[src/rtl/cache_types.sv]
// Shared types for the L1 cache controller: FSM states, datapath select
// encodings and the way count.
package cache_types;

    localparam int NUM_WAYS = 2;

    typedef enum logic [1:0] {
        CHECK       = 2'd0,
        WRITEBACK   = 2'd1,
        ALLOCATE    = 2'd2,
        REFILL_DONE = 2'd3
    } cache_state_t;

    typedef enum logic {
        DATA_SEL_CPU  = 1'b0,
        DATA_SEL_PMEM = 1'b1
    } data_sel_t;

    typedef enum logic {
        ADDR_CPU    = 1'b0,
        ADDR_VICTIM = 1'b1
    } pmem_addr_sel_t;

    // One-hot per-way strobe for the given way index.
    function automatic logic [NUM_WAYS-1:0] way_onehot(input logic way);
        logic [NUM_WAYS-1:0] r_mask;
        r_mask      = '0;
        r_mask[way] = 1'b1;
        return r_mask;
    endfunction

endpackage

[src/rtl/cache_control_if.sv]
// Bundle of CPU port, datapath strobes/status and physical-memory handshake
// seen by the cache controller. master = controller, slave = environment.
interface cache_control_if;
    import cache_types::*;

    // CPU side
    logic                 mem_read;
    logic                 mem_write;
    logic                 mem_resp;
    // Datapath status
    logic                 hit0;
    logic                 hit1;
    logic                 valid_v;
    logic                 dirty_v;
    logic                 lru_out;
    // Datapath strobes
    logic [NUM_WAYS-1:0]  load_data;
    logic [NUM_WAYS-1:0]  load_tag;
    logic [NUM_WAYS-1:0]  set_valid;
    logic [NUM_WAYS-1:0]  set_dirty;
    logic [NUM_WAYS-1:0]  clr_dirty;
    logic                 load_lru;
    logic                 lru_in;
    data_sel_t            data_sel;
    pmem_addr_sel_t       pmem_addr_sel;
    // Physical memory
    logic                 pmem_read;
    logic                 pmem_write;
    logic                 pmem_resp;

    modport master (
        input  mem_read, mem_write, hit0, hit1, valid_v, dirty_v, lru_out, pmem_resp,
        output mem_resp, load_data, load_tag, set_valid, set_dirty, clr_dirty,
               load_lru, lru_in, data_sel, pmem_addr_sel, pmem_read, pmem_write
    );

    modport slave (
        output mem_read, mem_write, hit0, hit1, valid_v, dirty_v, lru_out, pmem_resp,
        input  mem_resp, load_data, load_tag, set_valid, set_dirty, clr_dirty,
               load_lru, lru_in, data_sel, pmem_addr_sel, pmem_read, pmem_write
    );

endinterface

[src/rtl/cache_perf_counter.sv]
// Free-running event counter, wraps modulo 2^COUNT_W.
module cache_perf_counter #(
    parameter int COUNT_W = 32
) (
    input  logic               clk,
    input  logic               rst,
    input  logic               inc,
    output logic [COUNT_W-1:0] count
);

    logic [COUNT_W-1:0] r_count;

    // Count one per cycle with inc high; reset clears.
    always_ff @(posedge clk) begin
        if (rst) begin
            r_count <= '0;
        end else if (inc) begin
            r_count <= r_count + COUNT_W'(1);
        end
    end

    assign count = r_count;

endmodule

[src/rtl/cache_control.sv]
// Sequencing FSM for the 2-way write-back L1 cache: hit/miss decision,
// datapath strobes, victim write-back and line allocate, hit/miss counters.
module cache_control
    import cache_types::*;
#(
    parameter int COUNT_W = 32
) (
    input  logic               clk,
    input  logic               rst,
    cache_control_if.master    bus,
    output logic [COUNT_W-1:0] hit_count,
    output logic [COUNT_W-1:0] miss_count
);

    cache_state_t       r_state;
    cache_state_t       w_next_state;
    logic               r_victim;
    logic               r_counted;
    logic               w_req;
    logic               w_hit;
    logic               w_hway;
    logic               w_miss_start;
    logic               w_hit_inc;
    logic [COUNT_W-1:0] w_hit_count;
    logic [COUNT_W-1:0] w_miss_count;

    assign w_req  = bus.mem_read | bus.mem_write;
    assign w_hit  = bus.hit0 | bus.hit1;
    assign w_hway = bus.hit1;

    // State register; reset abandons any memory transaction in flight.
    always_ff @(posedge clk) begin
        if (rst) begin
            r_state <= CHECK;
        end else begin
            r_state <= w_next_state;
        end
    end

    // Victim way is latched at the miss so later lru_out changes cannot
    // redirect the refill; counted flag keeps the re-check hit out of hit_count.
    always_ff @(posedge clk) begin
        if (rst) begin
            r_victim  <= 1'b0;
            r_counted <= 1'b0;
        end else if (w_miss_start) begin
            r_victim  <= bus.lru_out;
            r_counted <= 1'b1;
        end else if (bus.mem_resp) begin
            r_counted <= 1'b0;
        end
    end

    // Next-state and strobe decode; everything is held low while in reset.
    always_comb begin
        w_next_state      = r_state;
        w_miss_start      = 1'b0;
        w_hit_inc         = 1'b0;
        bus.mem_resp      = 1'b0;
        bus.load_data     = '0;
        bus.load_tag      = '0;
        bus.set_valid     = '0;
        bus.set_dirty     = '0;
        bus.clr_dirty     = '0;
        bus.load_lru      = 1'b0;
        bus.lru_in        = 1'b0;
        bus.data_sel      = DATA_SEL_CPU;
        bus.pmem_addr_sel = ADDR_CPU;
        bus.pmem_read     = 1'b0;
        bus.pmem_write    = 1'b0;
        if (!rst) begin
            case (r_state)
                CHECK: begin
                    if (w_req) begin
                        if (w_hit) begin
                            bus.mem_resp = 1'b1;
                            bus.load_lru = 1'b1;
                            bus.lru_in   = ~w_hway;
                            // A write wins over a simultaneous read.
                            if (bus.mem_write) begin
                                bus.load_data = way_onehot(w_hway);
                                bus.set_dirty = way_onehot(w_hway);
                                bus.data_sel  = DATA_SEL_CPU;
                            end
                            w_hit_inc = ~r_counted;
                        end else begin
                            w_miss_start = 1'b1;
                            w_next_state = (bus.valid_v & bus.dirty_v) ? WRITEBACK : ALLOCATE;
                        end
                    end
                end
                WRITEBACK: begin
                    bus.pmem_write    = 1'b1;
                    bus.pmem_addr_sel = ADDR_VICTIM;
                    if (bus.pmem_resp) begin
                        bus.clr_dirty = way_onehot(r_victim);
                        w_next_state  = ALLOCATE;
                    end
                end
                ALLOCATE: begin
                    bus.pmem_read     = 1'b1;
                    bus.pmem_addr_sel = ADDR_CPU;
                    if (bus.pmem_resp) begin
                        bus.load_data = way_onehot(r_victim);
                        bus.load_tag  = way_onehot(r_victim);
                        bus.set_valid = way_onehot(r_victim);
                        bus.data_sel  = DATA_SEL_PMEM;
                        w_next_state  = REFILL_DONE;
                    end
                end
                REFILL_DONE: begin
                    w_next_state = CHECK;
                end
                default: begin
                    w_next_state = CHECK;
                end
            endcase
        end
    end

    cache_perf_counter #(.COUNT_W(COUNT_W)) u_hit_ctr (
        .clk   (clk),
        .rst   (rst),
        .inc   (w_hit_inc),
        .count (w_hit_count)
    );

    cache_perf_counter #(.COUNT_W(COUNT_W)) u_miss_ctr (
        .clk   (clk),
        .rst   (rst),
        .inc   (w_miss_start),
        .count (w_miss_count)
    );

    assign hit_count  = rst ? '0 : w_hit_count;
    assign miss_count = rst ? '0 : w_miss_count;

endmodule

[src/flat_wrapper.sv]
// flat-port wrapper written by rule: the top's interface ports become plain ports
module cache_control_flat import cache_types::*;
#(
    parameter int COUNT_W = 32
)
  (clk, rst, hit_count, miss_count, bus_mem_read, bus_mem_write, bus_hit0, bus_hit1, bus_valid_v, bus_dirty_v, bus_lru_out, bus_pmem_resp, bus_mem_resp, bus_load_data, bus_load_tag, bus_set_valid, bus_set_dirty, bus_clr_dirty, bus_load_lru, bus_lru_in, bus_data_sel, bus_pmem_addr_sel, bus_pmem_read, bus_pmem_write);
  cache_control_if bus_i ();
  input  logic clk;
  input  logic rst;
  output logic [COUNT_W-1:0] hit_count;
  output logic [COUNT_W-1:0] miss_count;
  input wire logic [$bits(bus_i.mem_read)-1:0] bus_mem_read;
  input wire logic [$bits(bus_i.mem_write)-1:0] bus_mem_write;
  input wire logic [$bits(bus_i.hit0)-1:0] bus_hit0;
  input wire logic [$bits(bus_i.hit1)-1:0] bus_hit1;
  input wire logic [$bits(bus_i.valid_v)-1:0] bus_valid_v;
  input wire logic [$bits(bus_i.dirty_v)-1:0] bus_dirty_v;
  input wire logic [$bits(bus_i.lru_out)-1:0] bus_lru_out;
  input wire logic [$bits(bus_i.pmem_resp)-1:0] bus_pmem_resp;
  output wire logic [$bits(bus_i.mem_resp)-1:0] bus_mem_resp;
  output wire logic [$bits(bus_i.load_data)-1:0] bus_load_data;
  output wire logic [$bits(bus_i.load_tag)-1:0] bus_load_tag;
  output wire logic [$bits(bus_i.set_valid)-1:0] bus_set_valid;
  output wire logic [$bits(bus_i.set_dirty)-1:0] bus_set_dirty;
  output wire logic [$bits(bus_i.clr_dirty)-1:0] bus_clr_dirty;
  output wire logic [$bits(bus_i.load_lru)-1:0] bus_load_lru;
  output wire logic [$bits(bus_i.lru_in)-1:0] bus_lru_in;
  output wire logic [$bits(bus_i.data_sel)-1:0] bus_data_sel;
  output wire logic [$bits(bus_i.pmem_addr_sel)-1:0] bus_pmem_addr_sel;
  output wire logic [$bits(bus_i.pmem_read)-1:0] bus_pmem_read;
  output wire logic [$bits(bus_i.pmem_write)-1:0] bus_pmem_write;
  assign bus_i.mem_read = bus_mem_read;
  assign bus_i.mem_write = bus_mem_write;
  assign bus_i.hit0 = bus_hit0;
  assign bus_i.hit1 = bus_hit1;
  assign bus_i.valid_v = bus_valid_v;
  assign bus_i.dirty_v = bus_dirty_v;
  assign bus_i.lru_out = bus_lru_out;
  assign bus_i.pmem_resp = bus_pmem_resp;
  assign bus_mem_resp = bus_i.mem_resp;
  assign bus_load_data = bus_i.load_data;
  assign bus_load_tag = bus_i.load_tag;
  assign bus_set_valid = bus_i.set_valid;
  assign bus_set_dirty = bus_i.set_dirty;
  assign bus_clr_dirty = bus_i.clr_dirty;
  assign bus_load_lru = bus_i.load_lru;
  assign bus_lru_in = bus_i.lru_in;
  assign bus_data_sel = bus_i.data_sel;
  assign bus_pmem_addr_sel = bus_i.pmem_addr_sel;
  assign bus_pmem_read = bus_i.pmem_read;
  assign bus_pmem_write = bus_i.pmem_write;
  cache_control #(.COUNT_W(COUNT_W)) u_core (.clk(clk), .rst(rst), .bus(bus_i), .hit_count(hit_count), .miss_count(miss_count));
endmodule
[config.mk]
export PLATFORM = sky130hd
export DESIGN_NAME = cache_control_flat
export DESIGN_NICKNAME = d
export VERILOG_FILES = /design/src/rtl/cache_types.sv /design/src/rtl/cache_control_if.sv /design/src/rtl/cache_perf_counter.sv /design/src/rtl/cache_control.sv /design/src/flat_wrapper.sv
export SDC_FILE = /design/constraint.sdc
export NUM_CORES = 1
export LEC_CHECK = 0
export ABC_AREA = 0
export ABC_CLOCK_PERIOD_IN_PS = 5600
export BUFFER_PORTS_ARGS = -buffer_cell sky130_fd_sc_hd__buf_2
export CORE_MARGIN = 2
export CORE_UTILIZATION = 32
export CTS_CLUSTER_DIAMETER = 60
export DETAILED_ROUTE_END_ITERATION = 8
export SLEW_MARGIN = 40
export SYNTH_ARGS = -nofsm -noshare
export SYNTH_HDL_FRONTEND = slang
export SYNTH_SLANG_ARGS = --single-unit
export TNS_END_PERCENT = 30
[constraint.sdc]
create_clock -name clk -period 5.6 [get_ports clk]
set_input_delay 0.56 -clock clk [delete_from_list [all_inputs] [get_ports clk]]
set_output_delay 0.56 -clock clk [all_outputs]
set_load 0.02 [all_outputs]
==> reports/summary.md, run 1 <==
Power and ir drop
* worst supply voltage drop on vdd: 0.108 mV
* P_leak: 1.99 nW
* Power per Cell Area: 275 nW/um^2

Critical path
* FF-to-FF End: u_core.u_hit_ctr.count[17]
* R2R Path Start: u_core.r_state[0]
* Worst Path Arrival: 2790 ps
* endpoint type of the worst setup path: primary output
* data required time of the critical path: 5040 ps
* worst setup path class: flop to primary output
* Levels on crit path: 6
* slowest cell on the critical path: sky130_fd_sc_hd__nand3_1
* FF-to-FF setup slack: 2700 ps
* launching element type of the critical path: flop
* Bufs and invs on worst path: 3
* worst stage delay on the critical path: 590 ps
* cell class contributing the biggest share of worst-path delay: simple AND/OR/NAND/NOR gates
* Worst R2R Path Depth: 6
* Top cell by count, worst path: sky130_fd_sc_hd__inv_1
* Critical Path, Cell by Cell: inv_1 -> ha_1 -> nor2b_1 -> nand3_1 -> inv_1 -> buf_2
* biggest fanout along the worst timing path: 13

Floorplan
* floorplan die width: 116 microns
* die height: 116 microns
* initial standard-cell utilization of the core: 33.0%
* I/O pin count: 91
* Total Die Area: 13400 sq um
* area of the placeable core: 12100 sq um
* Std-Cell Rows: 40

Synthesis
* cell area after technology mapping: 3990 sq um
* proportion of synthesized chip area in sequential cells: 34.1%
* total number of yosys warnings: 0
* Post-Synthesis Net Count: 505
* synthesized instance count: 490
* mean instance size in the synthesized netlist: 8.15 sq um
* unique cell type count in the Yosys netlist: 41
* number of flip-flops and latches in the synthesized netlist: 68

Cells and area
* fraction of layout cells with a size suffix above 1: 28.2%
* leading cell type in the layout, fill and taps excluded: sky130_fd_sc_hd__buf_2
* highest-count cells in the layout ignoring fill and taps: 89 x sky130_fd_sc_hd__buf_2, 68 x sky130_fd_sc_hd__dfxtp_1, 62 x sky130_fd_sc_hd__nor2_1
* number of nets in the layout: 575
* combined area of the multi-input logic cells: 2420 sq um
* Antenna Diode Count: 0
* Area growth, synth to finish: 20.6%
* Design Area, Final: 4820 sq um
* number of fill cells in the layout: 1268
* area taken by flip-flops and latches: 1360 sq um

Clocking
* clk sink count: 68
* Worst-path clk slew: 60 ps
* CTS tree: yes
* Clock Path Buffers: 2
* CTS hold repair buffers: 0
* Post-CTS Repair Setup Buffers: 0
* PostCTS Resize Cnt: 0
* source-to-sink clock delay at the later pin of the worst-skew pair: 330 ps
* Inserted Clock Buffers: 9
* number of H-tree levels: 3
* CTS Root Cell: sky130_fd_sc_hd__clkbuf_16

STA
* unrepaired setup endpoints after global routing: no
* Slew Viols, Final: 0
* Max Fclk: 0.299 GHz
* tightest slew margin relative to the limit: 53.9%
* final setup violation count: 0
* post-route clock period utilization: 59.8%
* sum of negative setup slack: 0 ps
* maximum clock skew at final layout: 6.31 ps
* transition at the pin with the smallest max-transition slack: 692 ps
* final critical-path required period: 3350 ps
* final count of hold timing violations: 0

Drt
* number of nets with antenna violations after detailed routing: 0
* DRC violations left: 0
* average wire per standard cell: 14.0 microns
* Initial DRT Pass Iterations: 4
* WL met3: 407 microns
* number of DRC violations after detailed-routing iteration 0: 245
* total wire length: 10.2 mm
* drt via density: 5.10
* total number of vias: 3730
* top layer in use: met4
* routed length on met2: 4.86 mm
* wl on met1: 4.87 mm

Min path
* worst hold-check path type: input pin to flop
* Worst Min Path Start: bus_lru_out
* Hold Path Sink: u_core.r_victim
* cell count of the worst hold path: 3

Placed design
* placed wire-length estimate after detailed placement: 7.40 mm
* number of buffer cells added on primary ports: 90
* area after detailed placement: 4500 sq um
* RD Place Congestion: 0.802

Status
* result of the run: completed

Global route
* Remaining Overflow, GRT: 0
* global-route wire length before repair: 16.6 mm
* initial antenna violation count: 0
* global-route total usage across every layer: 15.4%
* vias in the first global route: 3455
* largest net degree at the start of global routing: 72

Job
* number of max-capacitance violations reported: 0

## layer usage
layer | global-route usage [%] | vias to the layer above
li1 | - | 1881
met1 | 20.8 | 1756
met2 | 24.7 | 82
met3 | 3.09 | 11
met4 | 5.48 | 0
met5 | 0 | -
## tightest hold or removal path: stages
cell and delay (ps):
sky130_fd_sc_hd__buf_2 80, sky130_fd_sc_hd__mux2i_1 50, sky130_fd_sc_hd__nor2_1 90
## through the flow
stage,util [%],cells,total power (W),hold slack [ps],setup WS [ps]
after CTS,39.7,731,0.00134,493,2200
after floorplan,-,490,0.000694,456,3110
after detailed placement,37.2,716,0.000742,488,2390
after global routing,39.8,732,0.00139,514,1890
after global placement,37.2,716,0.000731,473,2530
final,39.8,732,0.00133,490,2250
## cell usage after synthesis, drive strengths merged
cell type | instances | area [sq um]
a21boi | 1 | 7.51
a21oi | 18 | 90.1
a31o | 1 | 8.76
and2 | 4 | 25.0
and3 | 6 | 37.5
and4 | 11 | 96.3
and4bb | 1 | 12.5
buf | 20 | 113
clkbuf | 13 | 48.8
dfxtp | 68 | 1360
ha | 5 | 62.6
inv | 14 | 52.6
mux2 | 41 | 462
mux2i | 2 | 20.0
nand2 | 23 | 86.3
nand2b | 2 | 20.0
nand3 | 26 | 135
nand4 | 16 | 106
nor2 | 62 | 233
nor2b | 60 | 375
nor3 | 16 | 80.1
nor4 | 30 | 219
nor4b | 1 | 8.76
o2111ai | 1 | 8.76
o21ai | 12 | 60.1
o21bai | 1 | 7.51
o31ai | 8 | 60.1
or2 | 6 | 37.5
or3 | 8 | 50.1
or4 | 8 | 63.8
xnor2 | 3 | 26.3
xor2 | 2 | 17.5
## cells by family (layout without fill, tap and decap cells)
logic type / Yosys count / count (layout) / synth area share, %
compound gates: 42 / 42 / 6.08
xor+xnor: 5 / 5 / 1.10
fa+ha+maj: 5 / 5 / 1.57
buf+inv: 47 / 121 / 5.36
flops: 68 / 68 / 34.1
mux: 43 / 43 / 12.1
simple gates: 280 / 280 / 39.7
## cell type report
class,instances,share of cell area (%)
Timing Repair Buffer,92,9.72
Multi-Input combinational cell,375,50.2
Tap cell,168,4.36
Inverter,14,1.09
Clock inverter,5,1.61
Clock buffer,10,4.75
Sequential cell,68,28.3
## power by group
group | internal [W] | total [W] | switching (W)
logic | 0.0000736 | 0.000218 | 0.000144
clock network | 0.000386 | 0.000594 | 0.000208
registers | 0.000498 | 0.000513 | 0.0000154
## flip-flops by register name, indices dropped and copies added (netlist names)
name,count
u_core.u_hit_ctr.count,32
u_core.r_state,2
u_core.r_counted,1
u_core.r_victim,1
u_core.u_miss_ctr.count,32
## how the worst max path moves through the flow
| stage | from | to | slack, ps |
|---|---|---|---|
| global placement | rst | u_core.u_hit_ctr.count[18] | 2530 |
| finish | u_core.r_state[0] | bus_load_lru | 2250 |
| CTS | u_core.r_state[0] | bus_load_lru | 2200 |
| detailed placement | rst | u_core.u_hit_ctr.count[28] | 2390 |
| global route | u_core.r_state[0] | bus_load_lru | 1890 |
| floorplan | u_core.r_state[0] | bus_load_data[0] | 3110 |
No activity file was read; power rests on OpenSTA's default activity.
==> run 2: changes to the inputs <==
Settings changed: ABC_CLOCK_PERIOD_IN_PS 5600 to 2900.
Clock period 5.6 ns to 2.9 ns, I/O delays scaled along.
==> reports/summary.md, run 2 (synthesis results as in run 1) <==
Floorplan
* initial standard-cell utilization of the core: 33.0%
* area of the placeable core: 12100 sq um
* Total Die Area: 13400 sq um
* die height: 116 microns
* floorplan die width: 116 microns
* I/O pin count: 91
* Std-Cell Rows: 40

Critical path
* Levels on crit path: 6
* Critical Path, Cell by Cell: inv_1 -> ha_1 -> nor2b_1 -> nand4_1 -> nor4_1 -> mux2_2
* FF-to-FF End: u_core.u_miss_ctr.count[19]
* Bufs and invs on worst path: 1
* cell class contributing the biggest share of worst-path delay: simple AND/OR/NAND/NOR gates
* R2R Path Start: u_core.r_state[1]
* biggest fanout along the worst timing path: 12
* launching element type of the critical path: flop
* endpoint type of the worst setup path: flop
* Worst Path Arrival: 2760 ps
* FF-to-FF setup slack: 360 ps
* data required time of the critical path: 3120 ps
* Worst R2R Path Depth: 6
* slowest cell on the critical path: sky130_fd_sc_hd__nand4_1
* worst setup path class: flop to flop
* worst stage delay on the critical path: 510 ps

STA
* post-route clock period utilization: 87.6%
* Max Fclk: 0.394 GHz
* transition at the pin with the smallest max-transition slack: 616 ps
* final count of hold timing violations: 0
* final critical-path required period: 2540 ps
* sum of negative setup slack: 0 ps
* tightest slew margin relative to the limit: 58.8%
* Slew Viols, Final: 0
* post-route setup slack: 359 ps
* final setup violation count: 0
* unrepaired setup endpoints after global routing: no
* maximum clock skew at final layout: 6.43 ps

Cells and area
* fraction of layout cells with a size suffix above 1: 28.6%
* highest-count cells in the layout ignoring fill and taps: 89 x sky130_fd_sc_hd__buf_2, 68 x sky130_fd_sc_hd__dfxtp_1, 62 x sky130_fd_sc_hd__nor2_1
* Antenna Diode Count: 0
* number of fill cells in the layout: 1256
* Area growth, synth to finish: 21.5%
* number of nets in the layout: 578
* area taken by flip-flops and latches: 1360 sq um
* combined area of the multi-input logic cells: 2420 sq um
* leading cell type in the layout, fill and taps excluded: sky130_fd_sc_hd__buf_2

Clocking
* number of H-tree levels: 3
* CTS Root Cell: sky130_fd_sc_hd__clkbuf_16
* CTS hold repair buffers: 0
* PostCTS Resize Cnt: 0
* source-to-sink clock delay at the later pin of the worst-skew pair: 330 ps
* CTS tree: yes
* Post-CTS Repair Setup Buffers: 0
* Inserted Clock Buffers: 9
* clk sink count: 68
* Worst-path clk slew: 60 ps
* Clock Path Buffers: 2

Placed design
* RD Place Congestion: 0.764
* placed wire-length estimate after detailed placement: 7.25 mm
* number of buffer cells added on primary ports: 90
* minimum setup slack after placement: 437 ps

Min path
* Worst Min Path Start: bus_lru_out
* Hold Path Sink: u_core.r_victim
* worst hold-check path type: input pin to flop
* cell count of the worst hold path: 3

Power and ir drop
* worst supply voltage drop on vdd: 0.236 mV
* Power per Cell Area: 532 nW/um^2
* P_leak: 2.01 nW

Global route
* Remaining Overflow, GRT: 0
* vias in the first global route: 3491
* initial antenna violation count: 0
* global-route total usage across every layer: 15.2%
* global-route wire length before repair: 16.5 mm
* largest net degree at the start of global routing: 103

Status
* result of the run: completed

Drt
* drt via density: 5.10
* DRC violations left: 0
* Initial DRT Pass Iterations: 4
* average wire per standard cell: 13.9 microns
* total wire length: 10.2 mm
* number of DRC violations after detailed-routing iteration 0: 194
* number of nets with antenna violations after detailed routing: 0
* total number of vias: 3749

Job
* number of max-capacitance violations reported: 0

## run 2: cell count changes in the layout (fill, tap and decap cells not counted), sizes merged
cell and delta:
buf +3
## run 2: area by class of cell
cell class | count | area share [%]
multi-input combinational | 375 | 49.8
sequential | 68 | 28.1
timing repair buffer | 95 | 10.4
clock buffer | 10 | 4.72
tap | 168 | 4.33
clock inverter | 5 | 1.60
inverter | 14 | 1.08
## run 2: worst min-delay path, delay by kind of cell
kind / cells / cell delay, ps
and+or+nand+nor: 1 / 80
muxes: 1 / 50
buffers and inverters: 1 / 80
## run 2: worst max-delay path by stage
| stage | from | to |
|---|---|---|
| after floorplan | u_core.r_state[0] | bus_load_data[0] |
| after global placement | rst | u_core.u_miss_ctr.count[17] |
| after detailed placement | u_core.r_state[1] | u_core.u_miss_ctr.count[19] |
| after CTS | u_core.r_state[1] | u_core.u_miss_ctr.count[17] |
| after global routing | u_core.r_state[1] | u_core.u_miss_ctr.count[17] |
| final | u_core.r_state[1] | u_core.u_miss_ctr.count[19] |
## run 2: through the flow
step                      hold WS [ps]  total power (W)  utilization [%]  cell area (sq um)  std cells
after floorplan                    434          0.00134                -               3990        490
after global placement             473          0.00144             37.5               4540        720
after detailed placement           483          0.00145             37.5               4540        720
after CTS                          204          0.00260             40.1               4850        735
after global routing               239          0.00270             40.1               4850        735
final                              213          0.00258             40.1               4850        735
## run 2: report_power, final
group / switching, W / internal, W
registers: 0.0000278 / 0.000962
clock network: 0.000396 / 0.000744
logic: 0.000292 / 0.000160
total: 0.000717 / 0.00187
## run 2: routing by layer
layer | global-route usage, % | wire length, microns | up-vias | part of all wire, %
met5 | 0 | 0 | - | 0
met4 | 5.08 | 131 | 0 | 1.3
met3 | 3.40 | 464 | 12 | 4.5
met2 | 25.0 | 4790 | 75 | 47
met1 | 19.9 | 4860 | 1774 | 47
li1 | - | - | 1888 | -
